`src/rtl/dbnc_pkg.sv`:
```
// ---------------------------------------------------------------------------
// dbnc_pkg
// Shared definitions for the push-button/switch debouncer:
//   state_e             - FSM state encoding (two IDLE and two WAIT states)
//   STABLE_CNT_DEFAULT  - stability window for a real board clock
//   CNT_W_DEFAULT       - default stability counter width
//   STABLE_CNT_SIM      - short stability window used in simulation
//   stable_cnt_legal()  - parameter range helper for elaboration checks
// ---------------------------------------------------------------------------
package dbnc_pkg;

  // Encoding keeps bit 1 equal to the debounced level while idle, so the two
  // IDLE states differ from their WAIT neighbours in a single bit.
  typedef enum logic [1:0] {
    IDLE_LO = 2'b00,
    WAIT_HI = 2'b01,
    IDLE_HI = 2'b11,
    WAIT_LO = 2'b10
  } state_e;

  localparam int STABLE_CNT_DEFAULT = 50000;
  localparam int CNT_W_DEFAULT      = 16;
  localparam int STABLE_CNT_SIM     = 4;

  // The counter tops out at stable_cnt-1, so stable_cnt itself must still
  // fit in cnt_w bits and at least one cycle of stability is required.
  function automatic bit stable_cnt_legal(input int stable_cnt, input int cnt_w);
    return (stable_cnt >= 1) && (longint'(stable_cnt) < (longint'(1) << cnt_w));
  endfunction

endpackage

```
`src/rtl/debounce_edge_if.sv`:
```
// ---------------------------------------------------------------------------
// debounce_edge_if
// Signal bundle between a button source and the debouncer.
//   btn_in     - raw asynchronous button/switch level
//   level_out  - debounced level
//   rise_pulse - one-cycle pulse on a debounced 0->1 change
//   fall_pulse - one-cycle pulse on a debounced 1->0 change
// Modports:
//   master - button side (drives btn_in, observes the conditioned outputs)
//   slave  - debouncer side
// ---------------------------------------------------------------------------
interface debounce_edge_if;
  logic btn_in;
  logic level_out;
  logic rise_pulse;
  logic fall_pulse;

  modport master (
    output btn_in,
    input  level_out,
    input  rise_pulse,
    input  fall_pulse
  );

  modport slave (
    input  btn_in,
    output level_out,
    output rise_pulse,
    output fall_pulse
  );
endinterface

```
`src/rtl/sync_2ff.sv`:
```
// ---------------------------------------------------------------------------
// sync_2ff
// Two-flop synchroniser bringing an asynchronous level into the clk domain.
// Both flops clear to 0 while rst is low.
//   clk  - destination clock
//   rst  - asynchronous active-low reset
//   i_d  - asynchronous input level
//   o_q  - synchronised level (second flop)
// ---------------------------------------------------------------------------
module sync_2ff (
  input  logic clk,
  input  logic rst,
  input  logic i_d,
  output logic o_q
);

  logic r_s1;
  logic r_s2;

  always_ff @(posedge clk or negedge rst) begin
    if (!rst) begin
      r_s1 <= 1'b0;
      r_s2 <= 1'b0;
    end else begin
      r_s1 <= i_d;
      r_s2 <= r_s1;
    end
  end

  assign o_q = r_s2;

endmodule

```
`src/rtl/debounce_edge.sv`:
```
// ---------------------------------------------------------------------------
// debounce_edge
// Conditions a mechanical button/switch: synchronises it, rejects bounce
// shorter than STABLE_CNT cycles, and produces a clean level plus registered
// single-cycle rise/fall pulses.
//   clk  - system clock, rising edge
//   rst  - asynchronous active-low reset
//   bus  - debounce_edge_if.slave: btn_in in; level_out, rise_pulse,
//          fall_pulse out (all outputs come straight from flops)
// Parameters:
//   STABLE_CNT - cycles the synchronised input must disagree with level_out
//                before level_out follows it (1 .. 2**CNT_W-1)
//   CNT_W      - stability counter width
// ---------------------------------------------------------------------------
module debounce_edge
  import dbnc_pkg::*;
#(
  parameter int STABLE_CNT = STABLE_CNT_DEFAULT,
  parameter int CNT_W      = CNT_W_DEFAULT
) (
  input logic           clk,
  input logic           rst,
  debounce_edge_if.slave bus
);

  if (!stable_cnt_legal(STABLE_CNT, CNT_W)) begin : g_param_check
    $error("debounce_edge: STABLE_CNT=%0d must lie in 1 .. 2**CNT_W-1 (CNT_W=%0d)",
           STABLE_CNT, CNT_W);
  end

  localparam logic [CNT_W-1:0] LAST_CNT = CNT_W'(STABLE_CNT - 1);
  localparam logic [CNT_W-1:0] ONE_CNT  = CNT_W'(1);

  logic             w_s2;
  state_e           r_state;
  state_e           w_state_next;
  logic [CNT_W-1:0] r_cnt;
  logic [CNT_W-1:0] w_cnt_next;
  logic             r_level;
  logic             w_level_next;
  logic             r_rise;
  logic             w_rise_next;
  logic             r_fall;
  logic             w_fall_next;

  sync_2ff u_sync (
    .clk (clk),
    .rst (rst),
    .i_d (bus.btn_in),
    .o_q (w_s2)
  );

  always_ff @(posedge clk or negedge rst) begin
    if (!rst) begin
      r_state <= IDLE_LO;
      r_cnt   <= '0;
      r_level <= 1'b0;
      r_rise  <= 1'b0;
      r_fall  <= 1'b0;
    end else begin
      r_state <= w_state_next;
      r_cnt   <= w_cnt_next;
      r_level <= w_level_next;
      r_rise  <= w_rise_next;
      r_fall  <= w_fall_next;
    end
  end

  // The first disagreeing sample already counts as cycle 1, so the commit
  // happens when the counter holds STABLE_CNT-1 and one more sample agrees.
  always_comb begin
    w_state_next = r_state;
    w_cnt_next   = r_cnt;
    w_level_next = r_level;
    w_rise_next  = 1'b0;
    w_fall_next  = 1'b0;
    unique case (r_state)
      IDLE_LO: begin
        if (w_s2) begin
          if (STABLE_CNT == 1) begin
            w_state_next = IDLE_HI;
            w_level_next = 1'b1;
            w_rise_next  = 1'b1;
            w_cnt_next   = '0;
          end else begin
            w_state_next = WAIT_HI;
            w_cnt_next   = ONE_CNT;
          end
        end
      end
      WAIT_HI: begin
        if (!w_s2) begin
          w_state_next = IDLE_LO;
          w_cnt_next   = '0;
        end else if (r_cnt == LAST_CNT) begin
          w_state_next = IDLE_HI;
          w_level_next = 1'b1;
          w_rise_next  = 1'b1;
          w_cnt_next   = '0;
        end else begin
          w_cnt_next = r_cnt + ONE_CNT;
        end
      end
      IDLE_HI: begin
        if (!w_s2) begin
          if (STABLE_CNT == 1) begin
            w_state_next = IDLE_LO;
            w_level_next = 1'b0;
            w_fall_next  = 1'b1;
            w_cnt_next   = '0;
          end else begin
            w_state_next = WAIT_LO;
            w_cnt_next   = ONE_CNT;
          end
        end
      end
      WAIT_LO: begin
        if (w_s2) begin
          w_state_next = IDLE_HI;
          w_cnt_next   = '0;
        end else if (r_cnt == LAST_CNT) begin
          w_state_next = IDLE_LO;
          w_level_next = 1'b0;
          w_fall_next  = 1'b1;
          w_cnt_next   = '0;
        end else begin
          w_cnt_next = r_cnt + ONE_CNT;
        end
      end
    endcase
  end

  assign bus.level_out  = r_level;
  assign bus.rise_pulse = r_rise;
  assign bus.fall_pulse = r_fall;

endmodule

```
`src/flat_wrapper.sv`:
```
// flat-port wrapper written by rule: the top's interface ports become plain ports
module debounce_edge_flat import dbnc_pkg::*;
#(
  parameter int STABLE_CNT = STABLE_CNT_DEFAULT,
  parameter int CNT_W      = CNT_W_DEFAULT
)
  (clk, rst, bus_btn_in, bus_level_out, bus_rise_pulse, bus_fall_pulse);
  debounce_edge_if bus_i ();
  input logic clk;
  input logic rst;
  input wire logic [$bits(bus_i.btn_in)-1:0] bus_btn_in;
  output wire logic [$bits(bus_i.level_out)-1:0] bus_level_out;
  output wire logic [$bits(bus_i.rise_pulse)-1:0] bus_rise_pulse;
  output wire logic [$bits(bus_i.fall_pulse)-1:0] bus_fall_pulse;
  assign bus_i.btn_in = bus_btn_in;
  assign bus_level_out = bus_i.level_out;
  assign bus_rise_pulse = bus_i.rise_pulse;
  assign bus_fall_pulse = bus_i.fall_pulse;
  debounce_edge #(.STABLE_CNT(STABLE_CNT), .CNT_W(CNT_W)) u_core (.clk(clk), .rst(rst), .bus(bus_i));
endmodule
```
`config.mk`:
```
export PLATFORM = sky130hd
export DESIGN_NAME = debounce_edge_flat
export DESIGN_NICKNAME = d
export VERILOG_FILES = /design/src/rtl/dbnc_pkg.sv /design/src/rtl/debounce_edge_if.sv /design/src/rtl/sync_2ff.sv /design/src/rtl/debounce_edge.sv /design/src/flat_wrapper.sv
export SDC_FILE = /design/constraint.sdc
export NUM_CORES = 1
export LEC_CHECK = 0
export BUFFER_PORTS_ARGS = -buffer_cell sky130_fd_sc_hd__buf_2
export CAP_MARGIN = 5
export CORE_ASPECT_RATIO = 0.7
export CORE_MARGIN = 5
export CORE_UTILIZATION = 30
export DETAILED_ROUTE_END_ITERATION = 10
export GPL_TIMING_DRIVEN = 0
export PLACE_DENSITY = 0.56
export SYNTH_ARGS = -nofsm -noshare
export SYNTH_HDL_FRONTEND = slang
export SYNTH_HIERARCHICAL = 1
export SYNTH_SLANG_ARGS = --single-unit
export TNS_END_PERCENT = 5
```
`constraint.sdc`:
```
create_clock -name clk -period 2.4 [get_ports clk]
set_clock_uncertainty 0.05 [all_clocks]
set_input_delay 0.48 -clock clk [delete_from_list [all_inputs] [get_ports clk]]
set_output_delay 0.48 -clock clk [all_outputs]
set_load 0.05 [all_outputs]
```
After elaboration in Yosys (flattened, before gate mapping)
Index checks and enable logic that the tools add are counted.
Widths: inputs -> output; s select.

word-level totals
  bits in registers = 23
  output and inout port bits = 3
  input bits = 3
  logic and storage cells = 48

operators by class
  multiplexer cells = 23
  reduce and logical (&&, ||, !) cells = 5
  add/sub/neg operators = 1
  equal/unequal tests = 12

operators with widths
  cell                   number
  $mux 16                5
  $pmux 16 s4            1
  $add 16x1->16 const B  1
  $eq 16x16->1 const B   1
  $mux 2                 6
  $mux 1                 9
  $ne 2x2->1 const B     4
  $pmux 2 s4             1
  $ne 3x2->1 const B     2
  $reduce_and 5->1       1
  $eq 2x2->1 const B     2
  $ne 2x1->1 const B     2
  $reduce_and 4->1       1
  $eq 2x1->1 const B     1
  $logic_not 2->1        1
  $pmux 1 s2             1
  $reduce_and 2->1       1
  $reduce_bool 2->1      1

Logic depth before layout (Yosys ltp)
Gate-level depths: netlist (run 1).

  depth in word-level cells = 4
  depth in mapped cells = 7
  depth with buffers taken out = 7

Hierarchy
Netlist (run 1), hierarchy kept.

by module, submodules not included
  module         sequential area each (um^2)  area an instance (um^2)  cells an instance  times used
  debounce_edge  525.5                        1252.5                   142                1
  sync_2ff       50.0                         50.0                     2                  1

Worst setup path after synthesis (run 1)
No wires, ideal clock.

  kind = register -> register
  start point = register u_core.r_cnt[10]
  end point = register u_core.r_cnt[4]
  required time = 2222 ps
  buffers on the path = 1
  library setup time = 128 ps
  clock period less this slack = 1863 ps
  stages on the path, launching flop included = 7
  arrival time = 1685 ps
  setup slack = 537 ps
  cell sequence = dfrtp_1 > or3_1 > nor4_4 > buf_2 > nor2_1 > a21oi_1 > o22ai_1

on the way
  longest elaborated chain between the ends = 4
  elaborated cells on any way between the ends = 5

ends and longest elaborated chain
  what                        RTL line                                   text
  start: declaration          debounce_edge.sv:37                        logic [CNT_W-1:0] r_cnt;
  start signal: assignment    debounce_edge.sv:62                        r_cnt <= w_cnt_next;
  $eq 16x16->1 (*)            debounce_edge.sv:95, debounce_edge.sv:121
  $mux 16 (*)                 debounce_edge.sv:95, debounce_edge.sv:121
  $mux 16 (on tied branches)  debounce_edge.sv:118, debounce_edge.sv:92
  $pmux 16 s4 (*)             debounce_edge.sv:77                        unique case (r_state)

Every way passes the cells marked *; elsewhere a longest branch is shown, timed or not.
A chain may end at the register's enable or synchronous reset.

Worst setup path after layout (run 1)
  start point = register u_core.r_cnt[0]
  end point = register u_core.r_cnt[4]

on the way
  longest elaborated chain between the ends = 4
  elaborated cells on any way between the ends = 6

ends and longest elaborated chain
  what                                           RTL line
  $add 16x1->16 or $eq 16x16->1 (tied branches)  n/a
  $mux 16 (*)                                    debounce_edge.sv:95, debounce_edge.sv:121
  $mux 16 (on tied branches)                     debounce_edge.sv:118, debounce_edge.sv:92
  $pmux 16 s4 (*)                                debounce_edge.sv:77

Marked as above.

==> metrics.md, run 1 <==
| Metric | Value |
|---|---|
| Power Dens Cells | `roughly 830 nW/um2` |
| Clk slew on worst S/H paths | `around 80 ps` |
| Relative slew slack | `56.9%` |
| DRT antenna net count | `0` |
| Syn_nets | `152` |
| Worst slew pin tran | `~630 ps` |
| Remaining Overflow, GRT | `0` |
| Seq/Total Area, Yosys | `44.2%` |
| Buffer count from post-CTS setup fixing | `0` |
| Synth Register Bits | `23` |
| DRC viols | `0` |
| H-Tree Depth | `1` |
| Distinct cells, synth | `35` |
| Share of layout cells above drive strength 1 | `11.1%` |
| Max incr delay on CP | `420 ps` |
| Setup crit start kind | `flip-flop` |
| Most frequent cells in the layout | `23 x dfrtp_1, 18 x nand2_1, 15 x o21ai_0, 10 x inv_1, 10 x nor2_1` |
| Nets | `between 150 and 200` |
| Max Fclk | `between 400 and 500 MHz` |
| TritonCTS clock tree | `built` |
| Crit Path Class | `reg -> reg` |
| First-pass GRT wire length | `between 4000 and 5000 um` |
| Reg2reg end | `u_core/r_cnt[4]` |
| Largest net degree at the start of global routing | `24` |
| Ys Warns | `6` |
| Pins Over Slew Limit | `0` |
| RSZ-0062 raised after global routing | `no` |
| Crit path DAT | `about 2300 ps` |
| Avg Inst Size Synth | `9.05 um2` |
| Initial cell density of the core | `a little under a third` |
| Inserted Clock Buffers | `3` |
| DRT iter0 DRCs | `68` |
| Hold Vio Cnt, Final | `0` |
| Status | `completed` |
| R2r worst-path depth | `7` |
| Synth top area share | `44.2%` |
| Minimum clock period | `2220 ps` |
| MaxCap Viol Count | `0` |
| IO buf count | `5` |
| Post-DP HPWL | `2130 um` |
| RD Place Congestion | `approximately 0.80` |
| Fillers | `between 400 and 500` |
| Rows | `20` |
| Register area | `576 um2` |
| Final Power | `0.00120 W` |
| Core Footprint | `4280 um2` |
| VDD IR max | `0.000360 V` |
| Setup violations, final | `0` |
| Post-synth top area cell | `dfrtp_1` |
| Chip height | `between 60 and 70 um` |
| Crit path max fanout | `10` |
| CTS Buffer Depth | `2` |
| Critical R2R Launch | `u_core/r_cnt[0]` |
| CTS Sinks | `23` |
| Asr flop ratio synth | `100%` |
| Number of flops mapped to enable cells by yosys | `0` |
| Kind of capture point of the worst setup path | `flip-flop` |
| Worst hold path type | `in -> async` |
| Die Area | `5780 um2` |
| Setup TNS | `0 ps` |
| Top cells by area, synth | `dfrtp_1 44%, o21ai_0 5.8%, nand2_1 5.2%, ha_1 4.8%, mux2_2 3.5%` |
| Vias in the first global route | `1039` |
| Post-Synthesis Cell Area | `1300 um2` |
| Synth Flop Type | `dfrtp_1` |
| Antenna cell count | `0` |
| Root Driver | `clkbuf_8` |
| Cells after Synth | `between 100 and 150` |
| Critical Path, Cell by Cell | `ha_1 -> nand4b_1 -> nor4_4 -> buf_2 -> nor2_1 -> a21oi_1 -> o22ai_1` |
| Clk Latency, worst-skew pair | `270 ps` |
| Total GRT Usage | `11.0%` |
| Via density | `5.29` |
| Setup slack, reg-to-reg | `approximately 180 ps` |
| Routed wire length | `slightly below 3000 um` |
| Worst path slowest cell | `dfrtp_1` |
| CTS resizes | `0` |
| Via count | `1100` |
| Mean routed wirelength per cell | `13.9 um` |
| CP Data Required Time | `2500 ps` |
| Multi-input logic area | `679 um2` |
| Area grow syn2layout | `11.1%` |
| Io pins | `6` |
| Die width | `88.8 um` |
| Initial antenna violation count | `0` |
| Final worst-path cycle share | `roughly 90%` |
| Post-CTS Hold Fix Bufs | `0` |
| Router iterations before antenna repair | `5` |
| Pleak | `approximately 0.59 nW` |
| Commonest non-fill, non-tap cell in the layout | `dfrtp_1` |
## sequential cells by signal, indices dropped and copies added (netlist names)
register / cells
u_core/r_cnt: 16
u_core/r_state: 2
u_core/bus.fall_pulse: 1
u_core/bus.level_out: 1
u_core/bus.rise_pulse: 1
u_core/u_sync/o_q: 1
u_core/u_sync/r_s1: 1
## report_power, final
| part | switching (W) | internal, W |
|---|---|---|
| Combinational | 0.000320 | 0.000176 |
| Sequential | 0.0000390 | 0.000423 |
| Clock | 0.000127 | 0.000119 |
| Total | 0.000486 | 0.000718 |
## critical path: cells and delay by family (launching register included)
kind	cells	cell delay, ps
DFF	1	420
AOI/OAI and AO/OA	2	310
buffers and inverters	1	290
adders and majority gates	1	240
and+or+nand+nor	3	790
## per-layer routing
layer / global-route usage [%] / vias up / share of wire (%)
li1: - / 537 / -
met5: 0 / - / 0
met4: 1.70 / 0 / 0.28
met3: 2.63 / 2 / 5.6
met2: 16.7 / 35 / 44
met1: 16.3 / 526 / 51
## worst max path at each step
stage,start,endpoint,slack (ps),cells after the start
after CTS,u_core/r_state[0],u_core/r_cnt[14],160,7
final,u_core/r_cnt[0],u_core/r_cnt[4],180,7
after global routing,u_core/r_cnt[0],u_core/r_cnt[4],20,7
after global placement,u_core/r_state[0],u_core/r_cnt[14],260,7
after floorplan,u_core/r_cnt[10],u_core/r_cnt[4],540,6
after detailed placement,u_core/r_state[0],u_core/r_cnt[14],160,7
## area by class of cell
class,instances,share of cell area [%]
tap,55,4.75
multi-input combinational,108,46.9
inverter,10,2.59
sequential,23,39.8
buffer,3,1.12
clock buffer,4,3.11
timing repair buffer,5,1.73
## per-stage QoR
| step | cell area, um2 | setup slack, ps | hold WS, ps | std cells | util [%] |
|---|---|---|---|---|---|
| 6_report | 1450 | 181 | 126 | 208 | 33.8 |
| 5_1_grt | 1450 | 19.9 | 188 | 208 | 33.8 |
| 4_1_cts | 1440 | 157 | 148 | 208 | 33.7 |
| 3_5_place_dp | 1400 | 163 | 286 | 204 | 32.6 |
| 3_3_place_gp | 1400 | 264 | 294 | 204 | 32.6 |
| 2_1_floorplan | 1300 | 537 | 134 | 144 | - |
## cell families after synthesis
kind of cell / count (synthesis) / share of synthesized area (%)
compound gates: 35 / 16.1
fa+ha+maj: 5 / 4.80
buf+inv: 13 / 4.13
flops: 23 / 44.2
mux: 7 / 5.76
simple gates: 61 / 25.0
## cell usage after synthesis, drive strengths merged, types with 2 or more instances
cell type	count
a22o	3
nand2	18
inv	10
nor2	10
a21oi	7
o22ai	2
mux2	4
nor3	8
and3	2
o21ai	16
buf	3
mux2i	3
nand2b	2
nand3	7
a211oi	2
nand4b	2
ha	5
or3	3
dfrtp	23
nor4	3
nand4	2
Power figures use the tool's default switching activity.
==> run 2, diff against run 1 <==
--- a/config.mk
+++ b/config.mk
@@ -12,7 +12,6 @@
 export CORE_UTILIZATION = 30
 export DETAILED_ROUTE_END_ITERATION = 10
 export GPL_TIMING_DRIVEN = 0
-export PLACE_DENSITY = 0.56
 export SYNTH_ARGS = -nofsm -noshare
 export SYNTH_HDL_FRONTEND = slang
 export SYNTH_HIERARCHICAL = 1
==> run 2 against run 1 <==
Net effect: core utilization is 0.15 points lower; clock power down 2%; largest cell class unchanged; first-iteration DRC count is 7.4% lower; highest routed layer unchanged; critical endpoint is now u_core/r_cnt[2].
==> metrics.md, run 2 (synthesis gave the netlist of run 1 again) <==
| Metric | Value |
|---|---|
| Status | `completed` |
| Buffer count from post-CTS setup fixing | `0` |
| Routed wire length | `2870 um` |
| CTS resizes | `0` |
| Vias in the first global route | `973` |
| Router iterations before antenna repair | `4` |
| DRC viols | `0` |
| Setup violations, final | `0` |
| Worst Slack Setup Final | `203 ps` |
| CP Data Required Time | `2520 ps` |
| Crit path max fanout | `10` |
| Combinational share of power | `between 40% and 50%` |
| Remaining Overflow, GRT | `0` |
| Share of layout cells above drive strength 1 | `11.1%` |
| Pins Over Slew Limit | `0` |
| Switch share | `39.5%` |
| Minimum clock period | `2200 ps` |
| Antenna cell count | `0` |
| Critical Path, Cell by Cell | `ha_1 -> nand4b_1 -> nor4_4 -> buf_2 -> nor2_1 -> nand2_1 -> o31ai_1` |
| Die width | `between 80 and 90 um` |
| Crit Path Class | `reg -> reg` |
| Initial antenna violation count | `0` |
| Final instance area | `1440 um2` |
| Final worst-path cycle share | `91.5%` |
| CTS Sinks | `23` |
| Area grow syn2layout | `10.7%` |
| Total GRT Usage | `11.1%` |
| Fillers | `452` |
| CTS Buffer Depth | `2` |
| First-pass GRT wire length | `4900 um` |
| Clk slew on worst S/H paths | `80 ps` |
| Sw Pwr | `0.000468 W` |
| DRT antenna net count | `0` |
| Critical path origin | `u_core/r_cnt[0]` |
| Setup crit start kind | `flip-flop` |
| Via density | `5.20` |
| Biggest register | `u_core/r_cnt` |
| Via count | `1082` |
| Die Area | `5780 um2` |
| Mean routed wirelength per cell | `13.8 um` |
| Final core utilization | `33.7%` |
| Commonest non-fill, non-tap cell in the layout | `dfrtp_1` |
| Rows | `20` |
| Chip height | `65.1 um` |
| Clock group share of total power | `20.4%` |
| Dpl ws | `238 ps` |
| Crit path DAT | `2320 ps` |
| Relative slew slack | `about three fifths` |
| Most frequent cells in the layout | `23 x dfrtp_1, 18 x nand2_1, 15 x o21ai_0, 10 x inv_1, 10 x nor2_1` |
| Pint | `0.000715 W` |
| Hold Vio Cnt, Final | `0` |
| RD Place Congestion | `~0.84` |
| Largest net degree at the start of global routing | `24` |
| Largest registers | `u_core/r_cnt: 16 flops, u_core/r_state: 2 flops` |
| Setup TNS | `0 ps` |
| Power Dens Cells | `821 nW/um2` |
| VDD IR max | `0.000317 V` |
| MaxCap Viol Count | `0` |
| Root Driver | `clkbuf_8` |
| Max Fclk | `455 MHz` |
| DP Area | `1400 um2` |
| TritonCTS clock tree | `built` |
| Worst hold path type | `in -> async` |
| Pleak | `between 0.5 and 0.6 nW` |
| Post-DP HPWL | `2080 um` |
| Worst slew pin tran | `about 600 ps` |
| Seq pwr share | `38.7%` |
| Initial cell density of the core | `30.4%` |
| Max FFs per register | `16` |
| Post-Layout Cell Count | `about 210` |
| Kind of capture point of the worst setup path | `flip-flop` |
| H-Tree Depth | `1` |
| Post-CTS Hold Fix Bufs | `0` |
| Nets | `162` |
| Core Footprint | `roughly 4300 um2` |
| Io pins | `6` |
| Inserted Clock Buffers | `3` |
| Critical R2R Launch | `u_core/r_cnt[0]` |
| IO buf count | `5` |
| DRT iter0 DRCs | `63` |
| Max incr delay on CP | `approximately 500 ps` |
| RSZ-0062 raised after global routing | `no` |
| Worst path slowest cell | `nor2_1` |
| Clk Latency, worst-skew pair | `roughly 260 ps` |
| Placed Cells | `about 200` |
## run 2: per-layer routing
layer	global-route usage [%]	wire length, um
met1	17.1	1490
met2	14.6	1220
met3	3.38	143
met4	2.83	17
met5	0	0
## run 2: path summary, 6_finish.rpt
| kind | to | slack [ps] | cells after the start |
|---|---|---|---|
| worst max-delay path | u_core/r_cnt[2] | 200 | 7 |
| worst min-delay path | u_core/r_cnt[9] | 140 | 1 |
| worst max register to register | u_core/r_cnt[2] | 200 | 7 |
| worst min register to register | u_core/u_sync/o_q | 300 | 0 |
| max in group asynchronous | u_core/r_state[0] | 1810 | 1 |
| min in group clk | u_core/u_sync/r_s1 | 270 | 1 |
## run 2: power groups by stage
stage,logic (W),registers [W],clock network (W)
after floorplan,0.000363,0.000456,0
after global placement,0.000472,0.000466,0
after detailed placement,0.000479,0.000466,0
after CTS,0.000480,0.000458,0.000255
after global routing,0.000547,0.000464,0.000274
final,0.000484,0.000458,0.000241
## run 2: cell type report
class                      count  area, um2  share of cell area [%]
sequential                    23        576                    39.9
multi-input combinational    108        673                    46.7
tap                           55       68.8                    4.77
clock buffer                   4       45.0                    3.13
timing repair buffer           5       25.0                    1.74
inverter                      10       37.5                    2.60
buffer                         3       16.3                    1.13
## run 2: per-stage QoR
step	power [W]	hold WS [ps]
detailed placement	0.000945	287
global placement	0.000937	283
CTS	0.00119	152
global route	0.00129	178
finish	0.00118	138
floorplan	0.000819	134
## run 2: critical path: cells and delay by family, from the launching register on
kind / cells / cell delay [ps]
AND/OR/NAND/NOR: 4 / 940
flip-flops: 1 / 420
adder cells (fa/ha/maj): 1 / 260
AO/OA/AOI/OAI: 1 / 240
buffers and inverters: 1 / 190
